`config.mk`:
```
export PLATFORM = sky130hd
export DESIGN_NAME = pcd8544_spi_receiver_flat
export DESIGN_NICKNAME = d
export VERILOG_FILES = /design/src/rtl/pcd8544_spi_receiver_pkg.sv /design/src/rtl/pcd8544_spi_receiver_if.sv /design/src/rtl/pcd8544_spi_receiver_spi_in_sync.sv /design/src/rtl/pcd8544_spi_receiver.sv /design/src/flat_wrapper.sv
export SDC_FILE = /design/constraint.sdc
export NUM_CORES = 1
export LEC_CHECK = 0
export ABC_AREA = 1
export BUFFER_PORTS_ARGS = -buffer_cell sky130_fd_sc_hd__buf_2
export CAP_MARGIN = 10
export CORE_ASPECT_RATIO = 1.4
export CORE_UTILIZATION = 49
export DETAILED_ROUTE_END_ITERATION = 7
export PLACE_DENSITY = 0.76
export SYNTH_ARGS = -nofsm -noshare
export SYNTH_HDL_FRONTEND = slang
export SYNTH_SLANG_ARGS = --single-unit
export TNS_END_PERCENT = 100
```
`constraint.sdc`:
```
create_clock -name i_clock -period 1.85 [get_ports i_clock]
set_input_delay 0.2775 -clock i_clock [delete_from_list [all_inputs] [get_ports i_clock]]
set_output_delay 0.2775 -clock i_clock [all_outputs]
set_load 0.01 [all_outputs]
```
`src/rtl/pcd8544_spi_receiver_pkg.sv`:
```
// Shared definitions for the PCD8544 serial receiver: opcode masks/patterns,
// default display geometry and the byte-assembly FSM state type.
package pcd8544_pkg;

    localparam int PCD_COLS = 84;
    localparam int PCD_ROWS = 6;

    typedef enum logic [1:0] {
        IDLE  = 2'd0,
        SHIFT = 2'd1,
        DONE  = 2'd2
    } pcd_state_t;

    // Each opcode matches when (byte & MASK) == PAT
    localparam logic [7:0] NOP_MASK      = 8'hFF;
    localparam logic [7:0] NOP_PAT       = 8'h00;
    localparam logic [7:0] FUNC_SET_MASK = 8'hF8;
    localparam logic [7:0] FUNC_SET_PAT  = 8'h20;
    localparam logic [7:0] DISP_CTL_MASK = 8'hFA;
    localparam logic [7:0] DISP_CTL_PAT  = 8'h08;
    localparam logic [7:0] SET_Y_MASK    = 8'hF8;
    localparam logic [7:0] SET_Y_PAT     = 8'h40;
    localparam logic [7:0] SET_X_MASK    = 8'h80;
    localparam logic [7:0] SET_X_PAT     = 8'h80;
    localparam logic [7:0] TEMP_CTL_MASK = 8'hFC;
    localparam logic [7:0] TEMP_CTL_PAT  = 8'h04;
    localparam logic [7:0] BIAS_MASK     = 8'hF8;
    localparam logic [7:0] BIAS_PAT      = 8'h10;
    localparam logic [7:0] VOP_MASK      = 8'h80;
    localparam logic [7:0] VOP_PAT       = 8'h80;

    function automatic logic op_match(input logic [7:0] b,
                                      input logic [7:0] mask,
                                      input logic [7:0] pat);
        return (b & mask) == pat;
    endfunction

endpackage

```
`src/rtl/pcd8544_spi_receiver_if.sv`:
```
// Four-wire PCD8544 serial bus; the LCD configuration master drives it,
// the receiver samples it.
interface pcd8544_spi_receiver_if;
    logic sclk;
    logic mosi;
    logic sce;
    logic dc;

    modport master (output sclk, output mosi, output sce, output dc);
    modport slave  (input  sclk, input  mosi, input  sce, input  dc);
endinterface

```
`src/rtl/pcd8544_spi_receiver_spi_in_sync.sv`:
```
// Synchronises sclk/mosi/sce/dc into the system clock domain and flags
// sclk rising edges that occur while the synced chip enable is low.
module spi_in_sync #(
    parameter int SYNC_STAGES = 2
) (
    input  logic i_clk,
    input  logic i_rst,
    input  logic i_sclk,
    input  logic i_mosi,
    input  logic i_sce,
    input  logic i_dc,
    output logic o_mosi_s,
    output logic o_sce_s,
    output logic o_dc_s,
    output logic o_sclk_rise
);

    logic [SYNC_STAGES-1:0] r_sclk_sync;
    logic [SYNC_STAGES-1:0] r_mosi_sync;
    logic [SYNC_STAGES-1:0] r_sce_sync;
    logic [SYNC_STAGES-1:0] r_dc_sync;
    logic                   r_sclk_prev;

    // sce resets high so nothing is counted until the master selects us
    always_ff @(posedge i_clk) begin
        if (i_rst) begin
            r_sclk_sync <= '0;
            r_mosi_sync <= '0;
            r_sce_sync  <= '1;
            r_dc_sync   <= '0;
            r_sclk_prev <= 1'b0;
        end else begin
            r_sclk_sync <= {r_sclk_sync[SYNC_STAGES-2:0], i_sclk};
            r_mosi_sync <= {r_mosi_sync[SYNC_STAGES-2:0], i_mosi};
            r_sce_sync  <= {r_sce_sync[SYNC_STAGES-2:0],  i_sce};
            r_dc_sync   <= {r_dc_sync[SYNC_STAGES-2:0],   i_dc};
            r_sclk_prev <= r_sclk_sync[SYNC_STAGES-1];
        end
    end

    assign o_mosi_s    = r_mosi_sync[SYNC_STAGES-1];
    assign o_sce_s     = r_sce_sync[SYNC_STAGES-1];
    assign o_dc_s      = r_dc_sync[SYNC_STAGES-1];
    assign o_sclk_rise = r_sclk_sync[SYNC_STAGES-1] & ~r_sclk_prev & ~o_sce_s;

endmodule

```
`src/rtl/pcd8544_spi_receiver.sv`:
```
// Slave-side PCD8544 (Nokia 5110) serial receiver: byte assembly, command decode
// and display-RAM write strobes. Define PCD_FRAME_DONE_EN to enable o_frame_done.
module pcd8544_spi_receiver
    import pcd8544_pkg::*;
#(
    parameter int SYNC_STAGES = 2,
    parameter int COLS        = PCD_COLS,
    parameter int ROWS        = PCD_ROWS
) (
    input  logic                  i_clock,
    input  logic                  i_reset,
    pcd8544_spi_receiver_if.slave spi,
    output logic [7:0]            o_rx_byte,
    output logic                  o_rx_valid,
    output logic                  o_rx_is_data,
    output logic                  o_ram_we,
    output logic [8:0]            o_ram_addr,
    output logic [7:0]            o_ram_wdata,
    output logic                  o_pd,
    output logic                  o_v_mode,
    output logic                  o_h_ext,
    output logic [1:0]            o_disp_mode,
    output logic [6:0]            o_vop,
    output logic [2:0]            o_bias,
    output logic [1:0]            o_tc,
    output logic [6:0]            o_cur_x,
    output logic [2:0]            o_cur_y,
    output logic                  o_frame_done
);

    localparam logic [6:0] LP_X_LAST = 7'(COLS - 1);
    localparam logic [2:0] LP_Y_LAST = 3'(ROWS - 1);

    logic w_mosi_s;
    logic w_sce_s;
    logic w_dc_s;
    logic w_sclk_rise;

    spi_in_sync #(
        .SYNC_STAGES (SYNC_STAGES)
    ) u_sync (
        .i_clk       (i_clock),
        .i_rst       (i_reset),
        .i_sclk      (spi.sclk),
        .i_mosi      (spi.mosi),
        .i_sce       (spi.sce),
        .i_dc        (spi.dc),
        .o_mosi_s    (w_mosi_s),
        .o_sce_s     (w_sce_s),
        .o_dc_s      (w_dc_s),
        .o_sclk_rise (w_sclk_rise)
    );

    logic [2:0]  r_bit_cnt;
    logic [6:0]  r_shift;
    logic [7:0]  r_rx_byte;
    logic        r_rx_is_data;
    pcd_state_t  r_state;
    pcd_state_t  w_next_state;
    logic        w_byte_done;
    logic        w_done;

    assign w_byte_done = w_sclk_rise && (r_bit_cnt == 3'd7);
    assign w_done      = (r_state == DONE);

    // A deselect drops any partial byte; the counter wraps naturally after bit 7
    always_ff @(posedge i_clock) begin
        if (i_reset) begin
            r_bit_cnt    <= '0;
            r_shift      <= '0;
            r_rx_byte    <= '0;
            r_rx_is_data <= 1'b0;
        end else if (w_sce_s) begin
            r_bit_cnt <= '0;
        end else if (w_sclk_rise) begin
            r_shift   <= {r_shift[5:0], w_mosi_s};
            r_bit_cnt <= r_bit_cnt + 3'd1;
            if (w_byte_done) begin
                r_rx_byte    <= {r_shift, w_mosi_s};
                r_rx_is_data <= w_dc_s;
            end
        end
    end

    always_ff @(posedge i_clock) begin
        if (i_reset) begin
            r_state <= IDLE;
        end else begin
            r_state <= w_next_state;
        end
    end

    always_comb begin
        w_next_state = r_state;
        case (r_state)
            IDLE: begin
                if (w_byte_done)  w_next_state = DONE;
                else if (!w_sce_s) w_next_state = SHIFT;
            end
            SHIFT: begin
                if (w_byte_done)  w_next_state = DONE;
                else if (w_sce_s) w_next_state = IDLE;
            end
            DONE: begin
                w_next_state = w_sce_s ? IDLE : SHIFT;
            end
            default: w_next_state = IDLE;
        endcase
    end

    logic       r_pd;
    logic       r_v_mode;
    logic       r_h_ext;
    logic [1:0] r_disp_mode;
    logic [6:0] r_vop;
    logic [2:0] r_bias;
    logic [1:0] r_tc;
    logic [6:0] r_cur_x;
    logic [2:0] r_cur_y;
    logic       w_x_last;
    logic       w_y_last;
    logic [8:0] w_addr;

    assign w_x_last = (r_cur_x == LP_X_LAST);
    assign w_y_last = (r_cur_y == LP_Y_LAST);
    assign w_addr   = 9'(r_cur_y) * 9'(COLS) + 9'(r_cur_x);

    // Commands take effect at the end of the DONE cycle; data bumps the cursor
    always_ff @(posedge i_clock) begin
        if (i_reset) begin
            r_pd        <= 1'b1;
            r_v_mode    <= 1'b0;
            r_h_ext     <= 1'b0;
            r_disp_mode <= '0;
            r_vop       <= '0;
            r_bias      <= '0;
            r_tc        <= '0;
            r_cur_x     <= '0;
            r_cur_y     <= '0;
        end else if (w_done && !r_rx_is_data) begin
            if (op_match(r_rx_byte, SET_X_MASK, SET_X_PAT)) begin
                if (r_h_ext) begin
                    r_vop <= r_rx_byte[6:0];
                end else if (int'(r_rx_byte[6:0]) < COLS) begin
                    r_cur_x <= r_rx_byte[6:0];
                end
            end else if (op_match(r_rx_byte, SET_Y_MASK, SET_Y_PAT)) begin
                if (!r_h_ext && (int'(r_rx_byte[2:0]) < ROWS)) begin
                    r_cur_y <= r_rx_byte[2:0];
                end
            end else if (op_match(r_rx_byte, FUNC_SET_MASK, FUNC_SET_PAT)) begin
                r_pd     <= r_rx_byte[2];
                r_v_mode <= r_rx_byte[1];
                r_h_ext  <= r_rx_byte[0];
            end else if (op_match(r_rx_byte, BIAS_MASK, BIAS_PAT)) begin
                if (r_h_ext) r_bias <= r_rx_byte[2:0];
            end else if (op_match(r_rx_byte, DISP_CTL_MASK, DISP_CTL_PAT)) begin
                if (!r_h_ext) r_disp_mode <= {r_rx_byte[2], r_rx_byte[0]};
            end else if (op_match(r_rx_byte, TEMP_CTL_MASK, TEMP_CTL_PAT)) begin
                if (r_h_ext) r_tc <= r_rx_byte[1:0];
            end
        end else if (w_done && r_rx_is_data) begin
            if (!r_v_mode) begin
                if (w_x_last) begin
                    r_cur_x <= '0;
                    r_cur_y <= w_y_last ? 3'd0 : r_cur_y + 3'd1;
                end else begin
                    r_cur_x <= r_cur_x + 7'd1;
                end
            end else begin
                if (w_y_last) begin
                    r_cur_y <= '0;
                    r_cur_x <= w_x_last ? 7'd0 : r_cur_x + 7'd1;
                end else begin
                    r_cur_y <= r_cur_y + 3'd1;
                end
            end
        end
    end

`ifdef PCD_FRAME_DONE_EN
    logic r_frame_done;

    always_ff @(posedge i_clock) begin
        if (i_reset) begin
            r_frame_done <= 1'b0;
        end else begin
            r_frame_done <= w_done && r_rx_is_data && w_x_last && w_y_last;
        end
    end

    assign o_frame_done = r_frame_done;
`else
    assign o_frame_done = 1'b0;
`endif

    assign o_rx_byte    = r_rx_byte;
    assign o_rx_valid   = w_done;
    assign o_rx_is_data = r_rx_is_data;
    assign o_ram_we     = w_done && r_rx_is_data;
    assign o_ram_addr   = w_addr;
    assign o_ram_wdata  = r_rx_byte;
    assign o_pd         = r_pd;
    assign o_v_mode     = r_v_mode;
    assign o_h_ext      = r_h_ext;
    assign o_disp_mode  = r_disp_mode;
    assign o_vop        = r_vop;
    assign o_bias       = r_bias;
    assign o_tc         = r_tc;
    assign o_cur_x      = r_cur_x;
    assign o_cur_y      = r_cur_y;

endmodule

```
`src/flat_wrapper.sv`:
```
// flat-port wrapper written by rule: the top's interface ports become plain ports
module pcd8544_spi_receiver_flat import pcd8544_pkg::*;
#(
    parameter int SYNC_STAGES = 2,
    parameter int COLS        = PCD_COLS,
    parameter int ROWS        = PCD_ROWS
)
  (i_clock, i_reset, o_rx_byte, o_rx_valid, o_rx_is_data, o_ram_we, o_ram_addr, o_ram_wdata, o_pd, o_v_mode, o_h_ext, o_disp_mode, o_vop, o_bias, o_tc, o_cur_x, o_cur_y, o_frame_done, spi_sclk, spi_mosi, spi_sce, spi_dc);
  pcd8544_spi_receiver_if spi_i ();
  input  logic i_clock;
  input  logic i_reset;
  output logic [7:0] o_rx_byte;
  output logic o_rx_valid;
  output logic o_rx_is_data;
  output logic o_ram_we;
  output logic [8:0] o_ram_addr;
  output logic [7:0] o_ram_wdata;
  output logic o_pd;
  output logic o_v_mode;
  output logic o_h_ext;
  output logic [1:0] o_disp_mode;
  output logic [6:0] o_vop;
  output logic [2:0] o_bias;
  output logic [1:0] o_tc;
  output logic [6:0] o_cur_x;
  output logic [2:0] o_cur_y;
  output logic o_frame_done;
  input wire logic [$bits(spi_i.sclk)-1:0] spi_sclk;
  input wire logic [$bits(spi_i.mosi)-1:0] spi_mosi;
  input wire logic [$bits(spi_i.sce)-1:0] spi_sce;
  input wire logic [$bits(spi_i.dc)-1:0] spi_dc;
  assign spi_i.sclk = spi_sclk;
  assign spi_i.mosi = spi_mosi;
  assign spi_i.sce = spi_sce;
  assign spi_i.dc = spi_dc;
  pcd8544_spi_receiver #(.SYNC_STAGES(SYNC_STAGES), .COLS(COLS), .ROWS(ROWS)) u_core (.i_clock(i_clock), .i_reset(i_reset), .spi(spi_i), .o_rx_byte(o_rx_byte), .o_rx_valid(o_rx_valid), .o_rx_is_data(o_rx_is_data), .o_ram_we(o_ram_we), .o_ram_addr(o_ram_addr), .o_ram_wdata(o_ram_wdata), .o_pd(o_pd), .o_v_mode(o_v_mode), .o_h_ext(o_h_ext), .o_disp_mode(o_disp_mode), .o_vop(o_vop), .o_bias(o_bias), .o_tc(o_tc), .o_cur_x(o_cur_x), .o_cur_y(o_cur_y), .o_frame_done(o_frame_done));
endmodule
```
==> run summary <==
In the synthesized netlist the dominant register cell turns out to be dfxtp_1. Number of antenna violations at the first check in global routing: 0. The tree is rooted in a clkbuf_8. Setup repair after global routing could not meet its margin everywhere. The tools report the type of element capturing the critical path as an output port. In the routed layout, each cell is associated on average with a via count of 5.05. For this design the ratio of total power to cell area is 664 nW/um^2. The mapped netlist covers 2860 sq um.

In this run the remaining antenna-violating nets after routing total 0. Maximum net fanout on the critical path: 4. After layout, the design draws a total of 2.39 mW. In this run, post-CTS hold repair placed 0 buffers. The number of primary I/O pins is 62, and the growth of design area from synthesis to finish is 25.6%. For the pin with the worst max-slew slack, the measured transition is 618 ps. The synthesized flop and latch total works out to 57. The routed layout has 2701 vias. The number of design-rule violations left by the first detailed-router iteration is 65. The die area came out at 6150 sq um. Data on the critical path is required at its endpoint by 1570 ps.

The critical setup path kind is reg -> out. The final number of max-transition violations was 0. The clock-pin slew of the registers on the worst-case setup and hold paths was 60 ps; the static leakage power was 1.77 nW.

The time the worst path needs with I/O delays and setup is 2390 ps, and the starting density of the core is 0.514. The repair_antennas step left the layout with diodes totalling 0. The logs give 5570 sq um for the core outline area and 2120 ps for the signal arrival time at the worst endpoint. The net count after synthesis was 411. Max-slew headroom at the worst pin: 0.588.

Clock skew on the completed layout was measured at 7.18 ps. Across the run, the number of max-cap violations was 0. The worst setup path is launched from a flip-flop.

Counting tap cells, the placed design contains a total of 517 instances. The via count of the first global-routing pass was 2529. Setup violations remaining at the end of the flow were counted as 6.

The routed design has 6.72 mm of wire. The maximum number of pins on one net before global-route repair was 29. Measured along the y axis, the die boundary spans 92.4 um. The post-place setup slack was -188 ps; the sum of net half-perimeters after detailed placement was 4.86 mm.

The floorplan step set the die width to 66.6 um. The logs give 2 for the number of buffers on the longest clock path and 57 for the clock sink total. The total of buffers placed on input and output ports was 60. The first global-routing pass estimated 11.1 mm of wire. The weighted congestion at the end of routability-driven global placement is 0.881.

The run gives 0 as the number of endpoints with negative hold slack in the final report. A synthesized cell averages 7.27 sq um. The clock reaches the later pin of the worst-skew pair after 340 ps.

The async set-or-reset flop fraction in the synthesized netlist is 0. The final reports fail on setup timing. Across all hold checks on the routed design, the worst slack comes to 128 ps.

The number of enable flip-flop cells after synthesis works out to 0. The path class of the tightest hold or removal check is in -> reg. Number of search-and-repair iterations in the first detailed-routing pass: 4. The finished layout holds 535 standard cells, fillers aside. Counting every instance in the synthesized netlist gives 393.

The detailed-route wire length per cell was 12.6 um; the count of different cell masters after synthesis was 36. IR analysis of the VDD net gives a maximum drop of 0.681 mV. The number of levels in the clock H-tree is 3. The proportion of layout cells with a drive suffix above 1 is 0.300, and the fraction of the cycle the final worst path needs is 1.29. Summed over all failing endpoints, the final setup total negative slack is -1830 ps.

The tools report the number of warning messages in the yosys log as 0. The tools report the proportion of synthesized chip area in sequential cells as 0.399. Static timing analysis puts the maximum clock frequency at 418 MHz. The run finished, with violations left.

The worst setup margin is -543 ps. The total overflow left after global routing is 0. In this run, CTS created clock tree buffers numbering 9. The tools report the DRC violations left as 0. The cell row count is 32. The total global routing track utilization came out at 0.237. TritonCTS built the clock tree.

After the last flow step, the layout net total stands at 480.
[synthesized netlist by cell type (all sizes together) (3+ instances only)]
cell type  number  area (sq um)
xnor2           4          35.0
o21ai          25           129
or2             3          18.8
ha             11           138
buf            20           145
nor2           57           244
nand3          25           125
a21oi          38           194
dfxtp          57          1140
xor2            4          35.0
inv            42           158
nand4           3          18.8
nand2          89           369
clkbuf          3          11.3
[metal layers]
metal | up-vias | track usage | share of wire
met5 | - | 0 | 0
met4 | 0 | 0.113 | 0.021
met3 | 13 | 0.0517 | 0.039
met2 | 63 | 0.434 | 0.54
met1 | 1241 | 0.244 | 0.40
li1 | 1384 | - | -
[sequential cells by signal, summed over array words and instances (netlist names), 3 cells and up]
register            cells
u_core.o_cur_x          7
u_core.o_bias           3
u_core.o_ram_wdata      8
u_core.o_cur_y          3
u_core.o_vop            7
u_core.r_shift          7
u_core.r_bit_cnt        3
[final timing paths]
check	from	end	slack, ps	cells past startpoint
worst max-delay path	u_core.o_cur_y[0]	o_ram_addr[8]	-540	9
worst min-delay path	spi_sce	u_core.u_sync.r_sce_sync[0]	130	2
worst max register to register	u_core.o_cur_x[1]	u_core.o_cur_y[0]	190	10
worst min register to register	u_core.u_sync.r_mosi_sync[0]	u_core.u_sync.r_mosi_sync[1]	410	2
[through the flow]
stage,utilization,instance area (sq um)
6_report,0.645,3590
5_1_grt,0.645,3590
4_1_cts,0.634,3530
3_5_place_dp,0.593,3300
3_3_place_gp,0.593,3300
2_1_floorplan,-,2930
[area by class of cell]
class | count | area, sq um
Multi-Input combinational cell | 269 | 1540
Clock inverter | 3 | 22.5
Inverter | 44 | 166
Tap cell | 68 | 85.1
Timing Repair Buffer | 81 | 462
Clock buffer | 13 | 169
Sequential cell | 57 | 1150
Fill cell | 509 | 1970
[what timing repair did]
item,4_1_cts,5_1_grt
setup buffers,0,2
pin swaps,6,5
setup endpoints to repair,5,6
gates resized for setup,6,10
[kinds of logic after synthesis]
group,share of synthesized area
flip-flops,0.399
adder cells (fa/ha/maj),0.0551
buffers and inverters,0.113
AO/OA/AOI/OAI,0.126
XOR/XNOR,0.0245
other,0.00131
AND/OR/NAND/NOR,0.281
[cell usage in the layout, fill, tap and decap left out, types with 2 or more instances in the layout]
cell type / n
nand4_1: 3
xnor2_1: 3
dfxtp_1: 53
a21oi_1: 33
nand2_2: 5
nor2_1: 51
inv_1: 40
a21oi_2: 4
buf_2: 60
ha_4: 7
nor2_2: 3
nand2_1: 80
buf_4: 20
dfxtp_2: 3
xor2_1: 4
nand3_1: 24
nand2_4: 4
or2_2: 3
ha_1: 4
o21ai_0: 23
inv_2: 2
nor2_4: 3
clkbuf_8: 12
[power by group]
group	internal, mW	switching [mW]
combinational	0.0152	0.0300
sequential	1.24	0.00415
clock	0.599	0.503
total	1.85	0.537
[critical path: stages (launching register included)]
cell,delay [ps]
dfxtp_4,360
ha_4,160
ha_4,220
ha_4,300
nand2_4,50
o21ai_4,140
a21oi_2,90
o21bai_1,220
nand2_1,90
buf_2,140
Power figures use the tool's default switching activity.
